--- config.mk ---
export PLATFORM = sky130hd
export DESIGN_NAME = register_bank
export DESIGN_NICKNAME = d
export VERILOG_FILES = /design/src/rtl/register_pkg.sv /design/src/rtl/rsub_unit.sv /design/src/rtl/register_bank.sv
export SDC_FILE = /design/constraint.sdc
export NUM_CORES = 1
export LEC_CHECK = 0
export ABC_AREA = 1
export CAP_MARGIN = 20
export CORE_MARGIN = 1.5
export CORE_UTILIZATION = 65
export CTS_BUF_LIST = sky130_fd_sc_hd__clkbuf_8
export CTS_CLUSTER_DIAMETER = 150
export CTS_CLUSTER_SIZE = 20
export DETAILED_ROUTE_END_ITERATION = 16
export DONT_BUFFER_PORTS = 1
export PLACE_DENSITY = 0.81
export RECOVER_POWER = 25
export SYNTH_ARGS = -nofsm -noshare
export SYNTH_HDL_FRONTEND = slang
export SYNTH_SLANG_ARGS = --single-unit
--- constraint.sdc ---
create_clock -name clk -period 3.8 [get_ports clk]
set_clock_uncertainty 0.1 [all_clocks]
set_input_delay 0.76 -clock clk [delete_from_list [all_inputs] [get_ports clk]]
set_output_delay 0.76 -clock clk [all_outputs]
set_load 0.1 [all_outputs]
--- src/rtl/register_pkg.sv ---
// Shared types for the register bank: write-operation encoding and
// clear-sequencer state.
package register_pkg;

  typedef enum logic [1:0] {
    LOAD = 2'b00,
    RSUB = 2'b01,
    CLR1 = 2'b10,
    HOLD = 2'b11
  } op_t;

  typedef enum logic {
    IDLE  = 1'b0,
    CLEAR = 1'b1
  } state_t;

endpackage

--- src/rtl/rsub_unit.sv ---
// Reverse subtract: diff = a - b wrapped to WIDTH bits; borrow is the sign
// of the exact WIDTH+1-bit signed difference.
module rsub_unit #(
  parameter int WIDTH = 8
) (
  input  logic signed [WIDTH-1:0] a,
  input  logic signed [WIDTH-1:0] b,
  output logic signed [WIDTH-1:0] diff,
  output logic                    borrow
);

  logic signed [WIDTH:0] full_s;

  // Sign-extend both operands so the extra bit carries the true sign
  always_comb begin
    full_s = {a[WIDTH-1], a} - {b[WIDTH-1], b};
    diff   = full_s[WIDTH-1:0];
    borrow = full_s[WIDTH];
  end

endmodule

--- src/rtl/register_bank.sv ---
// Flip-flop register bank with load / reverse-subtract / clear-one ops,
// write-first registered read ports and a one-register-per-cycle bank clear.
module register_bank
  import register_pkg::*;
#(
  parameter  int WIDTH = 8,
  parameter  int DEPTH = 8,
  localparam int AW    = $clog2(DEPTH)
) (
  input  logic                    clk,
  input  logic                    rst,
  input  logic                    we,
  input  logic [1:0]              op,
  input  logic [AW-1:0]           waddr,
  input  logic signed [WIDTH-1:0] wdata,
  input  logic [AW-1:0]           raddr_a,
  input  logic [AW-1:0]           raddr_b,
  output logic signed [WIDTH-1:0] rdata_a,
  output logic signed [WIDTH-1:0] rdata_b,
  output logic                    borrow,
  input  logic                    clr_all,
  output logic                    busy
);

  localparam logic [AW-1:0] LAST_IDX = AW'(DEPTH - 1);

  state_t                  state_r;
  state_t                  state_next_s;
  logic [AW-1:0]           cnt_r;
  logic                    busy_s;
  logic                    clear_wen_s;
  logic                    clear_start_s;
  logic signed [WIDTH-1:0] regs_r [DEPTH];
  logic                    wen_s;
  logic [AW-1:0]           widx_s;
  logic signed [WIDTH-1:0] wval_s;
  logic                    rsub_s;
  logic signed [WIDTH-1:0] sub_diff_s;
  logic                    sub_borrow_s;
  logic                    borrow_r;

  rsub_unit #(.WIDTH(WIDTH)) u_rsub (
    .a      (wdata),
    .b      (regs_r[waddr]),
    .diff   (sub_diff_s),
    .borrow (sub_borrow_s)
  );

  // Clear-sequencer state register
  always_ff @(posedge clk or negedge rst) begin
    if (!rst) state_r <= IDLE;
    else      state_r <= state_next_s;
  end

  // Clear-sequencer next state; clr_all is only honoured from IDLE
  always_comb begin
    state_next_s = state_r;
    case (state_r)
      IDLE: begin
        if (clr_all) state_next_s = CLEAR;
        else         state_next_s = IDLE;
      end
      CLEAR: begin
        if (cnt_r == LAST_IDX) state_next_s = IDLE;
        else                   state_next_s = CLEAR;
      end
      default: state_next_s = IDLE;
    endcase
  end

  // Clear-sequencer outputs
  always_comb begin
    busy_s        = 1'b0;
    clear_wen_s   = 1'b0;
    clear_start_s = 1'b0;
    case (state_r)
      IDLE: begin
        busy_s        = 1'b0;
        clear_wen_s   = 1'b0;
        clear_start_s = clr_all;
      end
      CLEAR: begin
        busy_s        = 1'b1;
        clear_wen_s   = 1'b1;
        clear_start_s = 1'b0;
      end
      default: begin
        busy_s        = 1'b0;
        clear_wen_s   = 1'b0;
        clear_start_s = 1'b0;
      end
    endcase
  end

  // Clear index, wrapping back to 0 as the sequence finishes
  always_ff @(posedge clk or negedge rst) begin
    if (!rst) begin
      cnt_r <= '0;
    end else if (clear_wen_s) begin
      if (cnt_r == LAST_IDX) cnt_r <= '0;
      else                   cnt_r <= cnt_r + AW'(1);
    end else begin
      cnt_r <= cnt_r;
    end
  end

  // Single write port: the clear sequence owns it while busy, user writes are dropped
  always_comb begin
    wen_s  = 1'b0;
    widx_s = waddr;
    wval_s = '0;
    rsub_s = 1'b0;
    if (clear_wen_s) begin
      wen_s  = 1'b1;
      widx_s = cnt_r;
      wval_s = '0;
    end else if (we) begin
      case (op_t'(op))
        LOAD: begin
          wen_s  = 1'b1;
          wval_s = wdata;
        end
        RSUB: begin
          wen_s  = 1'b1;
          wval_s = sub_diff_s;
          rsub_s = 1'b1;
        end
        CLR1: begin
          wen_s  = 1'b1;
          wval_s = '0;
        end
        HOLD:    wen_s = 1'b0;
        default: wen_s = 1'b0;
      endcase
    end else begin
      wen_s = 1'b0;
    end
  end

  // Register storage
  always_ff @(posedge clk or negedge rst) begin
    if (!rst) begin
      for (int i = 0; i < DEPTH; i++) regs_r[i] <= '0;
    end else if (wen_s) begin
      regs_r[widx_s] <= wval_s;
    end
  end

  // Borrow flag; a same-cycle RSUB is applied first, so starting a clear wins
  always_ff @(posedge clk or negedge rst) begin
    if (!rst)               borrow_r <= 1'b0;
    else if (clear_start_s) borrow_r <= 1'b0;
    else if (rsub_s)        borrow_r <= sub_borrow_s;
  end

  // Registered read ports with write-first bypass
  always_ff @(posedge clk or negedge rst) begin
    if (!rst) begin
      rdata_a <= '0;
      rdata_b <= '0;
    end else begin
      rdata_a <= (wen_s && (widx_s == raddr_a)) ? wval_s : regs_r[raddr_a];
      rdata_b <= (wen_s && (widx_s == raddr_b)) ? wval_s : regs_r[raddr_b];
    end
  end

  assign borrow = borrow_r;
  assign busy   = busy_s;

endmodule

==> results.toml <==
[outcome]
outcome = "finished, violations left"
violations = "capacitance limit, slew limit"

[layout]
drive_gt1_share_pct = 7.07
final_common_cell = "nand2_1"
syn_to_final_growth_pct = 2.75
ff_latch_area_mm2 = 0.00213
layout_common_cells = "nand2_1, o21ai_0, dfrtp_1"
diodes = 0
multi_input_area_mm2 = 0.00307
fill_cells = 738
post-route-util_pct = 69.8
fin_nets = 850

[placed_design]
place.gp.congestion = 1.00
dp_hpwl_um = 11400
place_ws_ns = 0.622
numPortBuffers = 0

[clock_network]
postCtsSetupBuffers = 0
cts_buffers = 9
cts_hold_buf = 1
cts_tree = "yes"
clock_latency_ns = 0.36
cts_root_buf = "clkbuf_8"
cts_resized = 0
clock-sinks = 85
clk_pin_slew_ns = 0.09
cts.path.max_buffers = 2
htreeDepth = 3

[floorplan]
rows = 33
die_area_mm2 = 0.00924
dieHeight_um = 96.1
core-area_mm2 = 0.00830
ioPinCount = 41
start_util_pct = 67.9
dieWidth_um = 96.1

[synthesis]
synth-main-ff-cell = "dfrtp_1"
async_flop_share_pct = 100
syn_area_per_cell_um2 = 6.72
syn_inst = 839
ys_types = 34
yosys_register_bits = 85
seq_area_frac_synth_pct = 37.7
netlist_area_mm2 = 0.00564
yosysWarnings = 0
syn_nets = 874
synth_edf_count = 0

[pwr]
p_int_mw = 1.89
p_switching_mw = 2.14
p_clk_share_pct = 14.8
power_density_mw_per_mm2 = 696
peakVddDrop_uv = 299
power_mw = 4.03
pwr-share-comb_pct = 39.0
switching_share_pct = 53.2
leakagePower_nw = 2.93
p_seq_share_pct = 46.2

[sta]
min_period_over_period_pct = 74.0
finalSetupViolCount = 0
final_hold_viol_count = 0
slew_headroom_pct = -42.0
rsz0062_at_grt = "no"
finalMaxSlewViolations = 86
finalCriticalPeriod_ns = 2.81
fin_ws_ns = 0.989
worst_pin_slew_ns = 2.13
fin_setup_tns_ns = 0
fmax_ghz = 0.356

[global_routing]
grt_first_pass_wirelength_um = 27000
grt_usage_pct = 39.3
grt_max_degree = 86
grt_pass1_vias = 5345
antenna_found_initial = 0
overflow = 0

[detailed_routing]
vias = 5667
ant_nets = 0
dr.pass1.iters = 7
drtIter0Drc = 547
vias_per_cell = 6.13
wire_per_inst_um = 17.9
drt-total-wl_um = 16600
drt_drc_violations_left = 0

[min_path]
min_from = "regs_r[53]$_DFFE_PN0P_"
min_path_type = "reg -> reg"

[worst_setup_path]
arrival_ns = 3.02
worstPathRequired_ns = 4.00
crit_fanout = 45
crit_path_start_kind = "input port"
worstReg2RegStart = "regs_r[16]$_DFFE_PN0P_"
crit_type = "in -> reg"
crit_start = "waddr[0]"
endpoint_kind = "register"

[run]
drv_cap = 1
-- cell type report --
class,count,area share [%]
multi-input cells,644,53.0
flip-flops and latches,85,36.7
inverters,71,4.60
well taps,105,2.27
clock buffers,9,2.14
clock inverters,7,0.842
repair buffers,4,0.475
-- logic make-up (layout without fill, tap and decap cells) --
| group | count (synthesis) | after routing | synth area share (%) |
|---|---|---|---|
| simple gates | 400 | 400 | 29.7 |
| mux | 1 | 1 | 0.178 |
| fa+ha+maj | 12 | 12 | 2.80 |
| flops | 85 | 85 | 37.7 |
| compound gates | 229 | 229 | 21.4 |
| xor+xnor | 2 | 2 | 0.311 |
| buf+inv | 110 | 91 | 7.86 |
-- power by group through the flow --
stage                     Combinational [mW]  Sequential, mW  Clock, mW
final                                   1.57            1.86      0.597
after global routing                    1.76            1.90      0.631
after CTS                               1.54            1.85      0.600
after detailed placement                1.52            1.87          0
after global placement                  1.47            1.86          0
after floorplan                         1.20            1.82          0
-- cells in the mapped netlist, types with 2 or more instances --
library cell | count | area share, %
nand2_2 | 3 | 0.33
inv_2 | 9 | 0.60
nor2_1 | 26 | 1.7
nand3_2 | 2 | 0.36
inv_1 | 60 | 4.0
o21ai_0 | 110 | 9.8
o21ai_1 | 20 | 1.8
nor3_4 | 2 | 0.58
o21ai_2 | 6 | 0.93
clkinv_1 | 2 | 0.13
o21a_1 | 5 | 0.67
dfrtp_1 | 85 | 38
nand2_1 | 326 | 22
a21oi_1 | 78 | 6.9
o211ai_1 | 8 | 1.1
nor2_2 | 3 | 0.33
buf_2 | 6 | 0.53
xnor2_1 | 2 | 0.31
nand2_4 | 2 | 0.40
or2_2 | 2 | 0.22
buf_4 | 4 | 0.53
ha_1 | 11 | 2.4
nand3_1 | 23 | 2.0
nand4_2 | 2 | 0.44
nor2_4 | 7 | 1.4
clkbuf_1 | 27 | 1.8
-- sequential cells by signal (all words and copies together), names as in the netlist --
name     cells
state_r      1
borrow       1
rdata_b      8
regs_r      64
rdata_a      8
cnt_r        3
-- layer usage --
| metal | GRT usage (%) | share of wire [%] | wire, um | up-vias |
|---|---|---|---|---|
| li1 | - | - | - | 2667 |
| met1 | 52.4 | 41 | 6730 | 2607 |
| met2 | 62.4 | 46 | 7690 | 332 |
| met3 | 5.92 | 9.0 | 1490 | 61 |
| met4 | 19.0 | 3.9 | 648 | 0 |
| met5 | 0 | 0 | 0 | - |
-- path summary, 6_finish.rpt --
kind,endpoint,slack (ns),depth (start not counted)
max,regs_r[20]$_DFFE_PN0P_,0.99,14
max reg2reg,regs_r[20]$_DFFE_PN0P_,1.03,15
min reg2reg,regs_r[53]$_DFFE_PN0P_,0.39,2
min in group asynchronous,state_r$_DFF_PN0_,0.88,1
min,regs_r[53]$_DFFE_PN0P_,0.39,2
max in group asynchronous,regs_r[60]$_DFFE_PN0P_,1.43,1
-- stage by stage --
step / hold WS (ns) / area, um2 / std cells
after floorplan: 0.349 / 5640 / 839
after global placement: 0.366 / 5620 / 908
after detailed placement: 0.366 / 5620 / 908
after CTS: 0.213 / 5820 / 925
after global routing: 0.416 / 5790 / 925
final: 0.390 / 5790 / 925
-- worst max-delay path, stage by stage --
cell	delay, ns
inv_1	0.22
o21ai_0	0.14
nand2_1	0.07
nor2_1	0.04
a31oi_1	0.21
ha_1	0.19
inv_1	0.05
fa_1	0.43
a21oi_1	0.21
xnor2_1	0.14
nand2_1	0.06
nand2_1	0.31
nand2_1	0.11
nand2_1	0.08
Power figures use the tool's default switching activity.
